<file path="config.mk">
export PLATFORM = sky130hd
export DESIGN_NAME = instr_issue_queue
export DESIGN_NICKNAME = d
export VERILOG_FILES = /design/src/rtl/ooo_pkg.sv /design/src/rtl/instr_decoder.sv /design/src/rtl/instr_issue_queue.sv
export SDC_FILE = /design/constraint.sdc
export NUM_CORES = 1
export LEC_CHECK = 0
export ABC_AREA = 1
export CAP_MARGIN = 0
export CORE_ASPECT_RATIO = 0.8
export CORE_MARGIN = 2
export CORE_UTILIZATION = 60
export DETAILED_ROUTE_END_ITERATION = 12
export PLACE_DENSITY = 0.79
export SLEW_MARGIN = 10
export SYNTH_ARGS = -nofsm -noshare
export SYNTH_HDL_FRONTEND = slang
export SYNTH_HIERARCHICAL = 1
export SYNTH_SLANG_ARGS = --single-unit
</file>
<file path="constraint.sdc">
create_clock -name clk -period 10.3 [get_ports clk]
set_input_delay 2.575 -clock clk [delete_from_list [all_inputs] [get_ports clk]]
set_output_delay 2.575 -clock clk [all_outputs]
set_load 0.01 [all_outputs]
</file>
<file path="src/rtl/ooo_pkg.sv">
// Shared definitions for the out-of-order front end: MIPS opcode/funct codes,
// instruction class codes and the decoded issue-queue entry layout.
package ooo_pkg;

    localparam int IQ_VALUE_SIZE = 32;
    localparam int IQ_REGID_BITS = 5;
    localparam int IQ_TYPE_INSTR = 4;

    localparam logic [5:0] OP_RTYPE = 6'h00;
    localparam logic [5:0] OP_J     = 6'h02;
    localparam logic [5:0] OP_BEQ   = 6'h04;
    localparam logic [5:0] OP_BNE   = 6'h05;
    localparam logic [5:0] OP_BGTZ  = 6'h07;
    localparam logic [5:0] OP_ADDI  = 6'h08;
    localparam logic [5:0] OP_ADDIU = 6'h09;
    localparam logic [5:0] OP_SLTI  = 6'h0A;
    localparam logic [5:0] OP_ANDI  = 6'h0C;
    localparam logic [5:0] OP_ORI   = 6'h0D;
    localparam logic [5:0] OP_XORI  = 6'h0E;
    localparam logic [5:0] OP_LUI   = 6'h0F;
    localparam logic [5:0] OP_LW    = 6'h23;
    localparam logic [5:0] OP_SW    = 6'h2B;

    localparam logic [5:0] F_SLL  = 6'h00;
    localparam logic [5:0] F_SRA  = 6'h03;
    localparam logic [5:0] F_JR   = 6'h08;
    localparam logic [5:0] F_ADD  = 6'h20;
    localparam logic [5:0] F_ADDU = 6'h21;
    localparam logic [5:0] F_SUB  = 6'h22;
    localparam logic [5:0] F_AND  = 6'h24;
    localparam logic [5:0] F_OR   = 6'h25;
    localparam logic [5:0] F_XOR  = 6'h26;
    localparam logic [5:0] F_NOR  = 6'h27;
    localparam logic [5:0] F_SLT  = 6'h2A;

    localparam logic [IQ_TYPE_INSTR-1:0] T_RALU = 4'd0;
    localparam logic [IQ_TYPE_INSTR-1:0] T_IALU = 4'd1;
    localparam logic [IQ_TYPE_INSTR-1:0] T_MEM  = 4'd2;
    localparam logic [IQ_TYPE_INSTR-1:0] T_BR   = 4'd3;
    localparam logic [IQ_TYPE_INSTR-1:0] T_ILL  = 4'd15;

    typedef struct packed {
        logic [IQ_REGID_BITS-1:0] r1addr;
        logic [IQ_REGID_BITS-1:0] r2addr;
        logic [IQ_REGID_BITS-1:0] waddr;
        logic [IQ_TYPE_INSTR-1:0] type_instr;
        logic [IQ_VALUE_SIZE-1:0] immed_val;
        logic [IQ_VALUE_SIZE-1:0] instr;
    } iq_entry_t;

    function automatic logic is_supported_funct(input logic [5:0] funct);
        case (funct)
            F_SLL, F_SRA, F_JR, F_ADD, F_ADDU, F_SUB,
            F_AND, F_OR, F_XOR, F_NOR, F_SLT: return 1'b1;
            default:                          return 1'b0;
        endcase
    endfunction

    function automatic logic [IQ_VALUE_SIZE-1:0] sign_ext16(input logic [15:0] imm);
        return {{(IQ_VALUE_SIZE-16){imm[15]}}, imm};
    endfunction

    function automatic logic [IQ_VALUE_SIZE-1:0] zero_ext16(input logic [15:0] imm);
        return {{(IQ_VALUE_SIZE-16){1'b0}}, imm};
    endfunction

endpackage

</file>
<file path="src/rtl/instr_decoder.sv">
// Combinational MIPS decoder: turns one raw instruction word into the
// register/class/immediate fields stored in an issue-queue entry.
module instr_decoder
    import ooo_pkg::*;
(
    input  logic [IQ_VALUE_SIZE-1:0] instr_in,
    output iq_entry_t                entry_out
);

    logic [5:0]               opcode;
    logic [5:0]               funct;
    logic [IQ_REGID_BITS-1:0] rs;
    logic [IQ_REGID_BITS-1:0] rt;
    logic [IQ_REGID_BITS-1:0] rd;
    logic [15:0]              imm;

    assign opcode = instr_in[31:26];
    assign funct  = instr_in[5:0];
    assign rs     = instr_in[25:21];
    assign rt     = instr_in[20:16];
    assign rd     = instr_in[15:11];
    assign imm    = instr_in[15:0];

    // Anything not recognised falls through as an illegal entry that keeps its raw word.
    always_comb begin
        entry_out            = '0;
        entry_out.instr      = instr_in;
        entry_out.type_instr = T_ILL;
        case (opcode)
            OP_RTYPE: begin
                if (is_supported_funct(funct)) begin
                    entry_out.r1addr     = rs;
                    entry_out.r2addr     = rt;
                    entry_out.waddr      = rd;
                    entry_out.type_instr = T_RALU;
                end
            end
            OP_ADDI, OP_ADDIU, OP_SLTI: begin
                entry_out.r1addr     = rs;
                entry_out.waddr      = rt;
                entry_out.type_instr = T_IALU;
                entry_out.immed_val  = sign_ext16(imm);
            end
            OP_ANDI, OP_ORI, OP_XORI: begin
                entry_out.r1addr     = rs;
                entry_out.waddr      = rt;
                entry_out.type_instr = T_IALU;
                entry_out.immed_val  = zero_ext16(imm);
            end
            OP_LUI: begin
                entry_out.waddr      = rt;
                entry_out.type_instr = T_IALU;
                entry_out.immed_val  = {imm, 16'h0000};
            end
            OP_LW: begin
                entry_out.r1addr     = rs;
                entry_out.waddr      = rt;
                entry_out.type_instr = T_MEM;
                entry_out.immed_val  = sign_ext16(imm);
            end
            OP_SW: begin
                entry_out.r1addr     = rs;
                entry_out.r2addr     = rt;
                entry_out.type_instr = T_MEM;
                entry_out.immed_val  = sign_ext16(imm);
            end
            OP_BEQ, OP_BNE: begin
                entry_out.r1addr     = rs;
                entry_out.r2addr     = rt;
                entry_out.type_instr = T_BR;
                entry_out.immed_val  = sign_ext16(imm) << 2;
            end
            OP_BGTZ: begin
                entry_out.r1addr     = rs;
                entry_out.type_instr = T_BR;
                entry_out.immed_val  = sign_ext16(imm) << 2;
            end
            OP_J: begin
                entry_out.type_instr = T_BR;
                entry_out.immed_val  = {4'b0000, instr_in[25:0], 2'b00};
            end
            default: begin
                entry_out.type_instr = T_ILL;
            end
        endcase
    end

endmodule

</file>
<file path="src/rtl/instr_issue_queue.sv">
// Circular FIFO of decoded instructions feeding dispatch; decodes on enqueue,
// presents the head combinationally and supports a synchronous flush.
module instr_issue_queue
    import ooo_pkg::*;
#(
    parameter int DEPTH      = 8,
    parameter int VALUE_SIZE = IQ_VALUE_SIZE,
    parameter int REGID_BITS = IQ_REGID_BITS,
    parameter int TYPE_INSTR = IQ_TYPE_INSTR
) (
    input  logic                    clk,
    input  logic                    rst,
    input  logic                    in_valid,
    input  logic [VALUE_SIZE-1:0]   in_instr,
    output logic                    in_ready,
    input  logic                    flush,
    input  logic                    stall,
    output logic                    out_valid,
    output logic [REGID_BITS-1:0]   r1addr,
    output logic [REGID_BITS-1:0]   r2addr,
    output logic [REGID_BITS-1:0]   waddr,
    output logic [TYPE_INSTR-1:0]   type_instr,
    output logic [VALUE_SIZE-1:0]   immed_val,
    output logic [VALUE_SIZE-1:0]   instr,
    output logic [$clog2(DEPTH):0]  count
);

    localparam int PTR_W = $clog2(DEPTH);
    localparam int CNT_W = PTR_W + 1;
    localparam logic [CNT_W-1:0] DEPTH_CNT = CNT_W'(DEPTH);

    iq_entry_t        mem_q [DEPTH];
    iq_entry_t        enq_entry;
    iq_entry_t        head_entry;
    logic [PTR_W-1:0] head_q, head_d;
    logic [PTR_W-1:0] tail_q, tail_d;
    logic [CNT_W-1:0] count_q, count_d;
    logic             push;
    logic             pop;

    instr_decoder u_decoder (
        .instr_in  (in_instr),
        .entry_out (enq_entry)
    );

    // in_ready looks only at occupancy, so a full queue refuses a push even while popping.
    assign in_ready  = (count_q < DEPTH_CNT);
    assign out_valid = (count_q != '0);
    assign push      = in_valid && in_ready && !flush && (in_instr != '0);
    assign pop       = out_valid && !stall && !flush;

    always_comb begin
        head_d  = head_q;
        tail_d  = tail_q;
        count_d = count_q;
        if (flush) begin
            head_d  = '0;
            tail_d  = '0;
            count_d = '0;
        end else begin
            if (push) tail_d = tail_q + PTR_W'(1);
            if (pop)  head_d = head_q + PTR_W'(1);
            case ({push, pop})
                2'b10:   count_d = count_q + CNT_W'(1);
                2'b01:   count_d = count_q - CNT_W'(1);
                default: count_d = count_q;
            endcase
        end
    end

    always_ff @(posedge clk or negedge rst) begin
        if (!rst) begin
            head_q  <= '0;
            tail_q  <= '0;
            count_q <= '0;
        end else begin
            head_q  <= head_d;
            tail_q  <= tail_d;
            count_q <= count_d;
        end
    end

    always_ff @(posedge clk) begin
        if (push) mem_q[tail_q] <= enq_entry;
    end

    always_comb begin
        head_entry = '0;
        if (out_valid) head_entry = mem_q[head_q];
    end

    assign r1addr     = head_entry.r1addr;
    assign r2addr     = head_entry.r2addr;
    assign waddr      = head_entry.waddr;
    assign type_instr = head_entry.type_instr;
    assign immed_val  = head_entry.immed_val;
    assign instr      = head_entry.instr;
    assign count      = count_q;

endmodule

</file>
## After elaboration in Yosys (flattened, before gate mapping)

Memory sizes are Yosys's and may differ from the RTL's.
Cells that the tools add are included.
W data, S select, Z words.

- Input bits: 37
- Logic and storage cells: 75
- Output and inout port bits: 89
- Memories: 1
- Memory bits (writable): 664
- Bits in registers: 10

- Mux-type cells: 17
- Reductions and logical operators: 24
- Eq/ne operators: 25
- Add/sub/neg operators: 4
- Magnitude comparators: 1

Memories:

| name | words | width | rd ports | clocked after memory_dff | wr ports | RTL line | RTL |
|---|---|---|---|---|---|---|---|
| mem_q | 8 | 83 | 1 | 0 | 1 | instr_issue_queue.sv:32 | `iq_entry_t mem_q [DEPTH];` |

Operators by type and width:

| operator | count |
|---|---|
| $pmux W32 S5 | 1 |
| $mux W83 | 1 |
| $eq A6 B6 Y1 const B | 10 |
| $eq A6 B4 Y1 const B | 8 |
| $reduce_bool A32 Y1 | 1 |
| $pmux W5 S2 | 3 |
| $reduce_or A11 Y1 | 2 |
| $mux W19 | 1 |
| $eq A6 B3 Y1 const B | 3 |
| $pmux W4 S4 | 1 |
| $eq A6 B2 Y1 const B | 2 |
| $logic_not A6 Y1 | 2 |
| $mux W3 | 4 |
| $reduce_or A3 Y1 | 3 |
| $pmux W4 S2 | 1 |
| $reduce_or A8 Y1 | 1 |
| $reduce_or A7 Y1 | 1 |
| $add A3 B1 Y3 const B | 2 |
| $logic_and A1 B1 Y1 | 5 |
| $reduce_or A5 Y1 | 1 |
| $add A4 B1 Y4 const B | 1 |
| $lt A4 B4 Y1 const B | 1 |
| $mux W1 | 4 |
| $mux W4 | 1 |
| other kinds (9) | 11 |

## Longest topological paths before layout

- Word-level depth: 7
- Gate-level depth with buffers: 18

## Cells and area by module

Netlist, hierarchy kept.

Modules (own cells, without submodules):

| module | instances | area an instance (um^2) | cells each |
|---|---|---|---|
| instr_issue_queue | 1 | 26675.6 | 2033 |
| instr_decoder | 1 | 1094.8 | 214 |

## Worst setup path after synthesis

No wires, ideal clock.

- Path kind: input port to flip-flop
- Start point: in flush
- End point: mem mem_q[0][0] (netlist name), enable pin
- Setup time: 0.525 ns
- Arrival time: 6.748 ns
- Slack: 3.027 ns
- Stages: 6
- Data required time: 9.775 ns
- Buffers on the path: 0
- Path through: inv_1 nand3_1 inv_1 o21ai_0 or2_2 nor2_1

- Word-level cells in the longest chain between the ends: 5

RTL lines:

| element | RTL line | RTL |
|---|---|---|
| start, declared | instr_issue_queue.sv:16 | `input logic flush,` |
| $logic_not A1 Y1 | instr_issue_queue.sv:49 | `assign push = in_valid && in_ready && !flush && (in_instr != '0);` |
| $logic_and A1 B1 Y1 (2 in a row) | instr_issue_queue.sv:49 |  |
| $mux W1 | instr_issue_queue.sv:84 | `if (push) mem_q[tail_q] <= enq_entry;` |
| $mux W1 (implied by the code) | instr_issue_queue.sv:84 |  |
| end, declared | instr_issue_queue.sv:32 |  |

Every way passes these cells.

## Final worst setup path

- Start point: reg head_q[0]
- End point: out instr[30]

- Word-level cells in the longest chain between the ends: 2

RTL lines:

| element | RTL line | RTL |
|---|---|---|
| start, declared | instr_issue_queue.sv:35 | `logic [PTR_W-1:0] head_q, head_d;` |
| start signal, assigned | instr_issue_queue.sv:73 | `head_q <= '0;` |
| start signal, assigned | instr_issue_queue.sv:77 | `head_q <= head_d;` |
| $mem_v2 Z8 W83 | n/a |  |
| $mux W83 | instr_issue_queue.sv:89 | `if (out_valid) head_entry = mem_q[head_q];` |
| end, declared | instr_issue_queue.sv:24 | `output logic [VALUE_SIZE-1:0] instr,` |

Every way passes these cells.

==> impl_metrics.yaml <==
synthesis:
  synth_simple_gate_area_share_pct: 11.88
  syn-num-nets: 2289
  yosys_warnings: 6
  number_of_enable_type_register_cells_in_the_synthesized_netlist: 664
  synth.lib_cells_used.distinct: 32
  cell_types_occupying_the_most_area_after_synthesis: "sky130_fd_sc_hd__edfxtp_1 72%, sky130_fd_sc_hd__nor2_1 9.8%, sky130_fd_sc_hd__o32ai_1 5.2%"
  synth_xor_xnor_area_share_pct: 0.03154
  synth_compound_gate_area_share_pct: 10.75
  largest_family_of_logic_cells_by_synthesized_area: "simple AND/OR/NAND/NOR gates"
  yosys-mux-area-fraction_pct: 0
  largest_area_contributor_in_the_netlist: "sky130_fd_sc_hd__edfxtp_1"
  synth_flop_cell: "sky130_fd_sc_hd__edfxtp_1"
  synthMostInstantiatedCell: "sky130_fd_sc_hd__nor2_1"
  postSynth.asyncResetShare_pct: 1.484
  yosys.area_share.adder_pct: 0.2523
  synth.avg_cell_area_um2: 12.36
  synth.yosys.seq_area_share_pct: 72.70
  ys_ff_latch: 674
  area_fraction_of_the_dominant_cell_type_after_synthesis_pct: 71.80
  synth_cells: 2247
  post_synth_instance_area_um2: 27770
  synth_common_cells: "724 x sky130_fd_sc_hd__nor2_1, 664 x sky130_fd_sc_hd__edfxtp_1, 250 x sky130_fd_sc_hd__o21ai_0"
worst_setup_path:
  critPathLaunch: "head_q[0]"
  cp-endpoint: "instr[30]"
  r2r.worst_path.cells: 17
  cp-start-kind: "flop"
  cp-end-kind: "primary output"
  crit_reg_reg_startpoint: "count[3]"
  path_class: "reg2out"
  critical_path.max_fanout: 95
  cp.required_ns: 7.73
  worstReg2RegEnd: "count[3]"
  register_to_register_setup_slack_ns: 6.55
  worstPathArrival_ns: 4.62
floorplanning:
  initial_utilization_pct: 60.74
  ioPinCount: 126
  core_area_um2: 45720
  row_count: 70
  full_die_area_um2: 48030
  chipHeight_um: 196.4
  die_width_um: 244.5
detailed_routing:
  drtAntennaViolNets: 0
  drt_first_iter_violations: 2389
  remaining_drc_errors: 0
  vias_per_cell: 6.249
  dr.pass1.iters: 5
  drt-wirelength-per-cell_um: 23.38
  drt-total-wl_um: 68720
  via_count: 18373
grt:
  first_pass_grt_wire_length_um: 104300
  grt_start_max_net_pins: 249
  grt_pass1_vias: 17957
  grt_antenna_before_repair: 0
  global_route.usage.total_pct: 28.61
  overflow: 0
clocking:
  number_of_h_tree_branching_levels: 2
  cts_buffers: 61
  clk_path_buf_depth: 3
  tritoncts: "done"
  root_buffer: "sky130_fd_sc_hd__clkbuf_16"
  numClockSinks: 674
  post_cts_clock_slew_at_the_launch_and_capture_registers_of_the_worst_setup_and_hold_paths_ns: 0.06
  cts_resized: 0
  ctsHoldBuffers: 0
  setup_buffers_after_cts: 0
  insertion_delay_ns: 0.64
sta:
  maxSlewHeadroom_pct: 12.93
  final_max_slew_viol_count: 0
  slew_worst_pin_ns: 1.306
  max_freq_mhz: 138.9
  finalHoldWorstSlack_ns: 0.5394
  final_period_minus_worst_setup_slack_ns: 7.198
  final_setup_viols: 0
  hold_viol: 0
  ratio_of_final_minimum_period_to_clock_period_pct: 69.88
  clock_skew_ns: 0.01694
  rsz0062_at_grt: "false"
  fin_tns_setup_ns: 0
power_and_ir_drop:
  p_leak_nw: 10.44
  sw_ratio_pct: 32.20
  power_frac_clock_pct: 28.3
  cell_internal_pwr_mw: 5.312
  irDropWorstVdd_uv: 217.8
  power.density_nw_per_um2: 252.6
  combinationalPowerShare_pct: 30.7
  share_seq_of_total_power_pct: 41.0
  switching_power_total_mw: 2.523
placement:
  dp_hpwl_um: 37440
  routabilityCongestion: 0.9122
  io_buffers: 125
layout:
  multi_input_area_um2: 6437
  area.sequential_um2: 20200
  synthToLayoutAreaGrowth_pct: 11.69
  finish.utilization_pct: 67.84
  net_total_in_the_final_layout: 2321
  drive_above_1_share_pct: 5.455
  diodes: 0
  layout.filler_cells: 3144
min_path:
  min-delay-path-class: "reg2reg"
job:
  max_cap_viol_count: 0
run_status:
  outcome: "complete, no violations"
[cells by family after synthesis]
family,count (synthesis)
AOI/OAI and AO/OA,464
buffers and inverters,245
and+or+nand+nor,858
adders and majority gates,5
xor gates and xnor gates,1
DFF,674
[layer usage]
layer / global-route usage (%) / part of all wire, %
met3: 4.970 / 9.8
met5: 0 / 0
met4: 10.73 / 3.2
met2: 45.27 / 47
met1: 40.44 / 40
[worst max-delay path: stages, from the launching register on]
cell	delay, ns
sky130_fd_sc_hd__dfrtp_4	0.75
sky130_fd_sc_hd__buf_4	0.72
sky130_fd_sc_hd__buf_4	0.85
sky130_fd_sc_hd__nor2_1	0.13
sky130_fd_sc_hd__o32ai_1	0.40
sky130_fd_sc_hd__o21ai_0	0.20
sky130_fd_sc_hd__nor2_1	0.23
sky130_fd_sc_hd__clkdlybuf4s50_1	0.56
[power groups by stage]
stage          clock (mW)  sequential, mW  combinational [mW]
4_1_cts              2.23            3.21                2.40
3_5_place_dp            0            3.26                2.38
3_3_place_gp            0            3.26                2.33
5_1_grt              2.33            3.22                2.61
2_1_floorplan           0            3.22                1.44
6_report             2.22            3.21                2.41
[worst min-delay path by stage]
stage | slack, ns | end | cells past startpoint | startpoint
floorplan | 0.48 | tail_q[0] | 2 | tail_q[0]
global placement | 0.51 | tail_q[0] | 2 | tail_q[0]
detailed placement | 0.52 | tail_q[0] | 2 | tail_q[0]
CTS | 0.54 | tail_q[0] | 2 | tail_q[0]
global route | 0.59 | tail_q[0] | 2 | tail_q[0]
finish | 0.54 | tail_q[0] | 2 | tail_q[0]
[state kept, by name (all words and copies together), names as in the netlist]
signal,count
mem_q,664
count,4
head_q,3
tail_q,3
[metrics by stage]
step	worst slack (ns)	area, um^2	power, mW	std cells
final	3.102	31020	7.835	2940
after CTS	3.232	31020	7.843	2940
after floorplan	3.027	27770	4.663	2247
after global routing	2.884	31020	8.160	2940
after global placement	3.789	29100	5.586	2828
after detailed placement	3.720	29100	5.645	2828
[layout make-up]
type / instances / share of cell area [%]
flip-flops and latches: 674 / 65.13
multi-input cells: 1328 / 20.75
clock buffers: 76 / 5.103
repair buffers: 145 / 4.599
well taps: 612 / 2.469
clock inverters: 36 / 1.089
inverters: 69 / 0.8592
[cell usage in the layout (no fill, tap or decap), types with 3 or more instances in the layout]
cell                              synthesis  layout
sky130_fd_sc_hd__o21ai_1                  9      12
sky130_fd_sc_hd__nor2_2                   3       3
sky130_fd_sc_hd__ha_1                     4       4
sky130_fd_sc_hd__nand4_1                  4       4
sky130_fd_sc_hd__nand3_2                  3       3
sky130_fd_sc_hd__clkinv_2                 0       8
sky130_fd_sc_hd__nor2_4                   1       9
sky130_fd_sc_hd__dfrtp_1                 10       7
sky130_fd_sc_hd__nand3_1                 18      17
sky130_fd_sc_hd__a21oi_1                 14      14
sky130_fd_sc_hd__nand2_1                100     100
sky130_fd_sc_hd__o32ai_1                166     166
sky130_fd_sc_hd__edfxtp_1               664     664
sky130_fd_sc_hd__o21ai_0                250     247
sky130_fd_sc_hd__bufinv_16                0       6
sky130_fd_sc_hd__clkdlybuf4s50_1          0     125
sky130_fd_sc_hd__clkbuf_1                80      15
sky130_fd_sc_hd__nor2_1                 724     716
sky130_fd_sc_hd__inv_1                   67      66
sky130_fd_sc_hd__o22ai_1                 22      22
sky130_fd_sc_hd__clkbuf_16                0      61
sky130_fd_sc_hd__clkinv_1                 0      17
sky130_fd_sc_hd__buf_4                   37      18
sky130_fd_sc_hd__dfrtp_4                  0       3
Power figures use the tool's default switching activity.
